`src/rtl/multi_hart_timer_pkg.sv`:
```
// Shared definitions for the multi-hart timer: register map, channel modes and
// the per-channel write-strobe bundle.
package multi_hart_timer_pkg;

  localparam logic [11:0] RegCtrl    = 12'h000;
  localparam logic [11:0] RegCfg     = 12'h004;
  localparam logic [11:0] RegMtimeLo = 12'h008;
  localparam logic [11:0] RegMtimeHi = 12'h00C;

  localparam logic [11:0] HartBase   = 12'h100;
  localparam logic [11:0] HartStride = 12'h020;
  localparam int          HartShift  = 5;

  localparam logic [4:0] ChCmpLo  = 5'h00;
  localparam logic [4:0] ChCmpHi  = 5'h04;
  localparam logic [4:0] ChPeriod = 5'h08;
  localparam logic [4:0] ChCtrl   = 5'h0C;
  localparam logic [4:0] ChStatus = 5'h10;

  localparam int ChctrlEnBit   = 0;
  localparam int ChctrlModeLsb = 1;
  localparam int CfgStepLsb    = 16;

  typedef enum logic [1:0] {
    MODE_LEVEL    = 2'd0,
    MODE_PERIODIC = 2'd1,
    MODE_ONESHOT  = 2'd2
  } mode_e;

  typedef struct packed {
    logic cmp_lo;
    logic cmp_hi;
    logic period;
    logic chctrl;
    logic status;
  } ch_wr_t;

endpackage

```
`src/rtl/timer_hart_channel.sv`:
```
// One compare channel: owns cmp/period/en/mode/pending, compares against the
// shared mtime and produces a registered interrupt level.
module timer_hart_channel
  import multi_hart_timer_pkg::*;
#(
  parameter int CounterWidth = 64
) (
  input  logic                    clk,
  input  logic                    rst,
  input  logic [CounterWidth-1:0] mtime,
  input  ch_wr_t                  wr,
  input  logic [31:0]             wdata,
  input  logic [4:0]              rd_off,
  output logic [31:0]             rdata,
  output logic                    irq
);

  logic [CounterWidth-1:0] cmp;
  logic [31:0]             period;
  logic                    en;
  logic [1:0]              mode;
  logic                    pending;

  logic [63:0] cmp_ext;
  logic        match, fire, is_periodic, is_oneshot;

  assign cmp_ext     = 64'(cmp);
  assign match       = (mtime >= cmp);
  assign fire        = en & match;
  assign is_periodic = (mode == MODE_PERIODIC);
  assign is_oneshot  = (mode == MODE_ONESHOT);

  always_ff @(posedge clk) begin
    if (rst) begin
      cmp     <= '1;
      period  <= '0;
      en      <= 1'b0;
      mode    <= MODE_LEVEL;
      pending <= 1'b0;
      irq     <= 1'b0;
    end else begin
      irq <= pending;

      // software writes take priority over the hardware reload
      if (wr.cmp_lo)
        cmp <= CounterWidth'({cmp_ext[63:32], wdata});
      else if (wr.cmp_hi)
        cmp <= CounterWidth'({wdata, cmp_ext[31:0]});
      else if (fire && is_periodic)
        cmp <= cmp + CounterWidth'(period);

      if (wr.period)
        period <= wdata;

      if (wr.chctrl) begin
        en   <= wdata[ChctrlEnBit];
        mode <= wdata[ChctrlModeLsb +: 2];
      end else if (fire && is_oneshot) begin
        en <= 1'b0;
      end

      // level (and reserved) mode tracks the match; others latch until W1C,
      // with a same-cycle fire beating the clear
      if (!(is_periodic || is_oneshot))
        pending <= fire;
      else if (fire)
        pending <= 1'b1;
      else if (wr.status && wdata[0])
        pending <= 1'b0;
    end
  end

  always_comb begin
    rdata = '0;
    case (rd_off)
      ChCmpLo:  rdata = cmp_ext[31:0];
      ChCmpHi:  rdata = cmp_ext[63:32];
      ChPeriod: rdata = period;
      ChCtrl:   rdata = {29'd0, mode, en};
      ChStatus: rdata = {31'd0, pending};
      default:  rdata = '0;
    endcase
  end

endmodule

```
`src/rtl/multi_hart_timer.sv`:
```
// Shared mtime with prescaler/step plus NumHarts compare channels, behind a
// simple single-cycle register port.
module multi_hart_timer
  import multi_hart_timer_pkg::*;
#(
  parameter int NumHarts      = 4,
  parameter int CounterWidth  = 64,
  parameter int PrescaleWidth = 12,
  parameter int StepWidth     = 8
) (
  input  logic                clk_i,
  input  logic                rst_i,
  input  logic                req_i,
  input  logic                we_i,
  input  logic [11:0]         addr_i,
  input  logic [31:0]         wdata_i,
  output logic                rvalid_o,
  output logic [31:0]         rdata_o,
  output logic                err_o,
  output logic [NumHarts-1:0] irq_o
);

  logic                     active;
  logic [PrescaleWidth-1:0] prescale;
  logic [PrescaleWidth-1:0] pcount;
  logic [StepWidth-1:0]     step;
  logic [CounterWidth-1:0]  mtime;
  logic [31:0]              shadow_hi;

  logic [63:0]              mtime_ext;
  logic                     tick;
  logic                     wr_en, rd_en;
  logic [11:0]              rel;
  logic [11-HartShift:0]    hart_idx;
  logic [HartShift-1:0]     ch_off;
  logic                     in_hart, glob_hit, ch_hit, hit;
  logic [31:0]              cfg_rd, rd_mux;

  ch_wr_t [NumHarts-1:0]      ch_wr;
  logic   [NumHarts-1:0][31:0] ch_rdata;

  assign mtime_ext = 64'(mtime);
  assign tick      = (pcount == prescale);
  assign wr_en     = req_i & we_i;
  assign rd_en     = req_i & ~we_i;

  // Address decode: four global words, then one 0x20 window per hart
  assign rel      = addr_i - HartBase;
  assign hart_idx = rel[11:HartShift];
  assign ch_off   = rel[HartShift-1:0];
  assign in_hart  = (addr_i >= HartBase) && (int'(hart_idx) < NumHarts);
  assign glob_hit = addr_i inside {RegCtrl, RegCfg, RegMtimeLo, RegMtimeHi};
  assign ch_hit   = in_hart && (ch_off inside {ChCmpLo, ChCmpHi, ChPeriod, ChCtrl, ChStatus});
  assign hit      = glob_hit | ch_hit;

  always_comb begin
    for (int h = 0; h < NumHarts; h++) begin
      ch_wr[h] = '0;
      if (wr_en && ch_hit && int'(hart_idx) == h) begin
        case (ch_off)
          ChCmpLo:  ch_wr[h].cmp_lo = 1'b1;
          ChCmpHi:  ch_wr[h].cmp_hi = 1'b1;
          ChPeriod: ch_wr[h].period = 1'b1;
          ChCtrl:   ch_wr[h].chctrl = 1'b1;
          ChStatus: ch_wr[h].status = 1'b1;
          default:  ch_wr[h] = '0;
        endcase
      end
    end
  end

  always_ff @(posedge clk_i) begin
    if (rst_i) begin
      active    <= 1'b0;
      prescale  <= '0;
      pcount    <= '0;
      step      <= StepWidth'(1);
      mtime     <= '0;
      shadow_hi <= '0;
      rvalid_o  <= 1'b0;
      rdata_o   <= '0;
      err_o     <= 1'b0;
    end else begin
      if (wr_en && addr_i == RegCfg)
        pcount <= '0;
      else if (tick)
        pcount <= '0;
      else
        pcount <= pcount + PrescaleWidth'(1);

      if (wr_en && addr_i == RegCtrl)
        active <= wdata_i[0];

      if (wr_en && addr_i == RegCfg) begin
        prescale <= wdata_i[PrescaleWidth-1:0];
        step     <= wdata_i[CfgStepLsb +: StepWidth];
      end

      // a software write to either half suppresses that cycle's increment
      if (wr_en && addr_i == RegMtimeLo)
        mtime <= CounterWidth'({mtime_ext[63:32], wdata_i});
      else if (wr_en && addr_i == RegMtimeHi)
        mtime <= CounterWidth'({wdata_i, mtime_ext[31:0]});
      else if (tick && active)
        mtime <= mtime + CounterWidth'(step);

      if (rd_en && addr_i == RegMtimeLo)
        shadow_hi <= mtime_ext[63:32];

      rvalid_o <= req_i;
      err_o    <= req_i & ~hit;
      rdata_o  <= (rd_en && hit) ? rd_mux : '0;
    end
  end

  always_comb begin
    cfg_rd = '0;
    cfg_rd[PrescaleWidth-1:0]         = prescale;
    cfg_rd[CfgStepLsb +: StepWidth]   = step;
  end

  always_comb begin
    rd_mux = '0;
    case (addr_i)
      RegCtrl:    rd_mux = {31'd0, active};
      RegCfg:     rd_mux = cfg_rd;
      RegMtimeLo: rd_mux = mtime_ext[31:0];
      RegMtimeHi: rd_mux = shadow_hi;
      default: begin
        for (int h = 0; h < NumHarts; h++)
          if (int'(hart_idx) == h) rd_mux = ch_rdata[h];
      end
    endcase
  end

  for (genvar h = 0; h < NumHarts; h++) begin : g_ch
    timer_hart_channel #(
      .CounterWidth(CounterWidth)
    ) u_ch (
      .clk    (clk_i),
      .rst    (rst_i),
      .mtime  (mtime),
      .wr     (ch_wr[h]),
      .wdata  (wdata_i),
      .rd_off (5'(ch_off)),
      .rdata  (ch_rdata[h]),
      .irq    (irq_o[h])
    );
  end

endmodule
```
`config.mk`:
```
export PLATFORM = sky130hd
export DESIGN_NAME = multi_hart_timer
export DESIGN_NICKNAME = d
export VERILOG_FILES = /design/src/rtl/multi_hart_timer_pkg.sv /design/src/rtl/timer_hart_channel.sv /design/src/rtl/multi_hart_timer.sv
export SDC_FILE = /design/constraint.sdc
export NUM_CORES = 2
export LEC_CHECK = 0
export ABC_AREA = 0
export BUFFER_PORTS_ARGS = -buffer_cell sky130_fd_sc_hd__buf_2
export CAP_MARGIN = 40
export CORE_UTILIZATION = 70
export DETAILED_ROUTE_END_ITERATION = 16
export GPL_TIMING_DRIVEN = 0
export PLACE_DENSITY = 0.89
export SYNTH_ARGS = -nofsm -noshare
export SYNTH_HDL_FRONTEND = slang
export SYNTH_SLANG_ARGS = --single-unit
```
`constraint.sdc`:
```
create_clock -name clk_i -period 5.9 [get_ports clk_i]
set_input_delay 0.885 -clock clk_i [delete_from_list [all_inputs] [get_ports clk_i]]
set_output_delay 0.885 -clock clk_i [all_outputs]
set_load 0.02 [all_outputs]
```
==> results of run 1 <==
synth_stat cells (all sizes together), types with 25 or more instances:
| library cell | instances |
|---|---|
| o22ai | 61 |
| xnor2 | 94 |
| o31ai | 45 |
| nor3 | 118 |
| ha | 403 |
| xor2 | 64 |
| a211oi | 89 |
| and4 | 28 |
| buf | 65 |
| nand2 | 674 |
| nor2 | 518 |
| mux2i | 115 |
| dfxtp | 567 |
| nand4 | 112 |
| a21o | 142 |
| a221oi | 42 |
| a311oi | 26 |
| a221o | 67 |
| and3 | 50 |
| a21oi | 639 |
| o211ai | 78 |
| nor2b | 32 |
| and2 | 32 |
| nand3 | 138 |
| or3 | 30 |
| a31oi | 70 |
| inv | 338 |
| clkbuf | 316 |
| o21ai | 320 |
| a22oi | 66 |
| nor4 | 63 |
| o21a | 25 |
| nand2b | 35 |
logic make-up after synthesis:
logic type,after synthesis,synth area share [%]
muxes,119,2.79
and+or+nand+nor,1886,20.2
buffers and inverters,719,6.48
xor gates and xnor gates,158,3.20
adders and majority gates,408,11.9
DFF,567,26.3
AOI/OAI and AO/OA,1913,29.1
stage by stage:
stage	area, sq um	cells	utilization (%)	hold slack (ns)	setup WS (ns)
4_1_cts	47700	6822	78.6	0.456	1.34
2_1_floorplan	43200	5770	-	0.433	2.50
3_3_place_gp	44600	6629	73.5	0.444	1.21
3_5_place_dp	45500	6702	75.0	0.448	1.12
layer usage:
layer | global-route usage [%] | overflow
met5 | 54.1 | 10
met3 | 74.4 | 42
met2 | 95.5 | 537
met4 | 78.0 | 272
met1 | 83.4 | 64
==> impl_metrics.env, run 1 <==
export IMPL_synth_main_ff_cell="dfxtp_1"
export IMPL_grt_pass1_wl_um=394000
export IMPL_h_tree_depth=3
export IMPL_netlist_area_sq_um=43200
export IMPL_synth_top_area_cell="dfxtp_1"
export IMPL_synth_top_area_share_pct=26.3
export IMPL_ys_warn_count=0
export IMPL_synthTopCellsByArea="dfxtp_1 26%, ha_1 12%, a21oi_1 7.4%, nand2_1 5.9%, nor2_1 4.5%"
export IMPL_avgSynthCellArea_sq_um=7.49
export IMPL_die_h_um=250
export IMPL_port_buffers=77
export IMPL_ys_seq_area_share_pct=26.3
export IMPL_cts_hold_buf=0
export IMPL_synthArstFlopShare_pct=0
export IMPL_ys_types=102
export IMPL_rows=90
export IMPL_cts_buffers=66
export IMPL_cts_repair_resized=0
export IMPL_stop_stage="5_1_grt"
export IMPL_cts_setup_buffers=0
export IMPL_syn_nets=6226
export IMPL_num_io_pins=86
export IMPL_gr_total_overflow=925
export IMPL_syn_inst=5770
export IMPL_cts_buffer_depth=3
export IMPL_die_x_um=250
export IMPL_gp_congestion=1.42
export IMPL_synth_seq_cells=567
export IMPL_synth_edff_count=0
export IMPL_start_util_pct=71.2
export IMPL_cts_sinks=567
export IMPL_root_buffer="clkbuf_16"
export IMPL_status="stopped before the end"
export IMPL_grtUsageTotal_pct=83.3
export IMPL_hpwl_um=176000
export IMPL_grt_pass1_vias=55300
export IMPL_grt_max_degree=14
export IMPL_error="[ERROR GRT-0116] Global routing finished with congestion. Check the congestion regions in the DRC Viewer."
==> run 2: changes to the inputs <==
--- a/config.mk
+++ b/config.mk
@@ -8,10 +8,10 @@
 export ABC_AREA = 0
 export BUFFER_PORTS_ARGS = -buffer_cell sky130_fd_sc_hd__buf_2
 export CAP_MARGIN = 40
-export CORE_UTILIZATION = 70
+export CORE_UTILIZATION = 40
 export DETAILED_ROUTE_END_ITERATION = 16
 export GPL_TIMING_DRIVEN = 0
-export PLACE_DENSITY = 0.89
+export PLACE_DENSITY_LB_ADDON = 0.15
 export SYNTH_ARGS = -nofsm -noshare
 export SYNTH_HDL_FRONTEND = slang
 export SYNTH_SLANG_ARGS = --single-unit
==> run 2 against run 1 <==
  * Synthesized area unchanged
  * The flow now finishes, with violations (negative setup slack)
  * Synthesized cell count unchanged
==> impl_metrics.env, run 2 <==
export IMPL_status="finished with violations"
export IMPL_violations="negative setup slack"
export IMPL_detail_route_wl_per_cell_um=37.7
export IMPL_grt_max_degree=15
export IMPL_final_cell_mix="674 x nand2_1, 638 x a21oi_1, 567 x dfxtp_1"
export IMPL_fin_area_sq_um=49600
export IMPL_cpPeakStageDelay_ns=0.99
export IMPL_mostFrequentLayoutCell="nand2_1"
export IMPL_num_io_pins=86
export IMPL_synthTopCellsByCount="674 x nand2_1, 638 x a21oi_1, 567 x dfxtp_1"
export IMPL_h_tree_depth=3
export IMPL_drive_above_1_share_pct=7.87
export IMPL_cts_buffer_depth=3
export IMPL_nets=6512
export IMPL_cts_setup_buffers=0
export IMPL_crit_slowest_cell="dfxtp_1"
export IMPL_ys_warn_count=0
export IMPL_cts_buffers=72
export IMPL_synth_most_common_cell="nand2_1"
export IMPL_hold_viol=0
export IMPL_rows=120
export IMPL_root_buffer="clkbuf_16"
export IMPL_rsz0062_at_grt="false"
export IMPL_slew_headroom_pct=22.1
export IMPL_crit_type="flip-flop to flip-flop"
export IMPL_place_ws_ns=0.381
export IMPL_power_density_nw_per_um2=198
export IMPL_fin_ws_ns=-0.0758
export IMPL_core_sq_um=107000
export IMPL_cts_repair_resized=0
export IMPL_avgSynthCellArea_sq_um=7.49
export IMPL_tightest_slew_ns=1.17
export IMPL_num_vias=52000
export IMPL_cts_tree="done"
export IMPL_hpwl_um=221000
export IMPL_port_buffers=77
export IMPL_area_delta_synth_final_pct=14.8
export IMPL_antenna_found_initial=39
export IMPL_drt_iter0_drc=8524
export IMPL_cts_sinks=567
export IMPL_fillers=11200
export IMPL_peakVddDrop_uv=190
export IMPL_routed_wirelength_um=284000
export IMPL_synth_compound_area_share_pct=29.1
export IMPL_ant_nets=0
export IMPL_synth_top_area_share_pct=26.3
export IMPL_crit_chain="ha_1 -> and4_1 -> nor4bb_1 -> nand2_1 -> a211oi_1 -> or3_1 -> a311o_1 -> nand4_2 -> buf_6 -> nor3_1 -> a221oi_1"
export IMPL_ys_types=102
export IMPL_start_util_pct=40.4
export IMPL_reg_top3="g_ch.u_ch.cmp x256, g_ch.u_ch.period x128, mtime x64"
export IMPL_power_mw=9.83
export IMPL_fin_crit_sh_pct=101
export IMPL_cts_hold_buf=0
export IMPL_synthMuxAreaShare_pct=2.79
export IMPL_syn_nets=6226
export IMPL_ys_seq_area_share_pct=26.3
export IMPL_synth_top_area_cell="dfxtp_1"
export IMPL_critPathArrivalTime_ns=6.52
export IMPL_worstPathMaxFanout=10
export IMPL_synth_main_ff_cell="dfxtp_1"
export IMPL_wl_met1_um=101000
export IMPL_wl_met2_um=111000
export IMPL_place_area_sq_um=46700
export IMPL_gp_congestion=1.20
export IMPL_synth_seq_cells=567
export IMPL_slew_viol_final=0
export IMPL_drc=0
export IMPL_fin_crit_ns=5.98
export IMPL_clock_latency_ns=0.71
export IMPL_drv_cap=0
export IMPL_synth_xor_area_share_pct=3.20
export IMPL_yosys_area_share_simple_pct=20.2
export IMPL_synthArstFlopShare_pct=0
export IMPL_clk_pin_slew_worst_paths_ns=0.06
export IMPL_largest_register_ffs=256
export IMPL_crit_path_start_kind="flip-flop"
export IMPL_routed_top_layer="met5"
export IMPL_grt_pass1_wl_um=381000
export IMPL_grtUsageTotal_pct=50.7
export IMPL_synthTopCellsByArea="dfxtp_1 26%, ha_1 12%, a21oi_1 7.4%, nand2_1 5.9%, nor2_1 4.5%"
export IMPL_gr_total_overflow=0
export IMPL_die_area_sq_um=109000
export IMPL_syn_inst=5770
export IMPL_viasPerCell=6.89
export IMPL_grt_pass1_vias=46500
export IMPL_netlist_area_sq_um=43200
export IMPL_wl_met3_um=39200
export IMPL_die_x_um=331
export IMPL_synthAdderAreaFrac_pct=11.9
export IMPL_max_freq_mhz=167
export IMPL_fin_skew_ns=0.0294
export IMPL_regMostFlops="g_ch.u_ch.cmp"
export IMPL_finalSetupViolCount=3
export IMPL_hold_class="flip-flop to flip-flop"
export IMPL_worstPathRequired_ns=6.44
export IMPL_die_h_um=331
export IMPL_firstDrtPassIters=9
export IMPL_static_leakage_power_nw=23.8
export IMPL_cp_end_kind="flip-flop"
export IMPL_synth_top_family_by_area="compound AO/OA/AOI/OAI gates"
export IMPL_synth_edff_count=0
## run 2: cell counts after synthesis
No cell type changed its count.
## run 2: per-stage QoR
| step | setup TNS, ns | std cells | util [%] | hold WS, ns |
|---|---|---|---|---|
| 6_report | -0.190 | 7545 | 46.4 | 0.463 |
| 5_1_grt | 0 | 7521 | 46.3 | 0.478 |
| 4_1_cts | 0 | 7493 | 46.0 | 0.461 |
| 3_5_place_dp | 0 | 7360 | 43.7 | 0.453 |
| 3_3_place_gp | 0 | 7250 | 42.4 | 0.443 |
| 2_1_floorplan | 0 | 5770 | - | 0.433 |
## run 2: area by class of cell
type                    count  area (sq um)  share of cell area, %
diodes                     27          67.6                  0.136
plain buffers             381          1570                   3.16
clock buffers              99          2080                   4.20
clock inverters            34           444                  0.895
inverters                 338          1270                   2.56
multi-input cells        4484         29100                   58.6
flip-flops and latches    567         11400                   22.9
well taps                1403          1760                   3.54
repair buffers            212          2000                   4.03
## run 2: cells by family (layout without fill, tap and decap cells)
kind of cell / after synthesis / in the layout
muxes: 119 / 119
and+or+nand+nor: 1886 / 1886
buffers and inverters: 719 / 1064
DFF: 567 / 567
other: 0 / 27
adders and majority gates: 408 / 408
AOI/OAI and AO/OA: 1913 / 1913
xor gates and xnor gates: 158 / 158
## run 2: routing by layer
layer	GRT usage [%]	vias up
met1	58.8	24600
met2	70.2	4166
li1	-	21800
met4	47.4	20
met5	0.304	-
met3	20.9	1319
## run 2: final timing paths
kind	startpoint	to	slack [ns]	cells past startpoint
setup / recovery	mtime[30]$_SDFFE_PP0P_	g_ch[2].u_ch.cmp[27]$_SDFFE_PP1P_	-0.08	11
hold / removal	shadow_hi[2]$_SDFFE_PP0P_	shadow_hi[2]$_SDFFE_PP0P_	0.46	2
hold reg to reg	shadow_hi[2]$_SDFFE_PP0P_	shadow_hi[2]$_SDFFE_PP0P_	0.46	2
setup reg to reg	mtime[30]$_SDFFE_PP0P_	g_ch[2].u_ch.cmp[27]$_SDFFE_PP1P_	-0.08	11
## run 2: report_power, final
group | internal [mW] | switching, mW | total (mW) | leakage (nW)
sequential | 3.85 | 0.0397 | 3.89 | 4.58
combinational | 0.228 | 0.795 | 1.02 | 18.0
clock | 2.85 | 2.08 | 4.92 | 1.24
## run 2: worst max-delay path, delay by kind of cell, from the launching register on
kind	cells	cell delay, ns
buf+inv	1	0.36
compound gates	3	1.42
flops	1	0.99
fa+ha+maj	1	0.28
simple gates	6	2.72
Note: power is estimated with default switching activity, not from simulation.
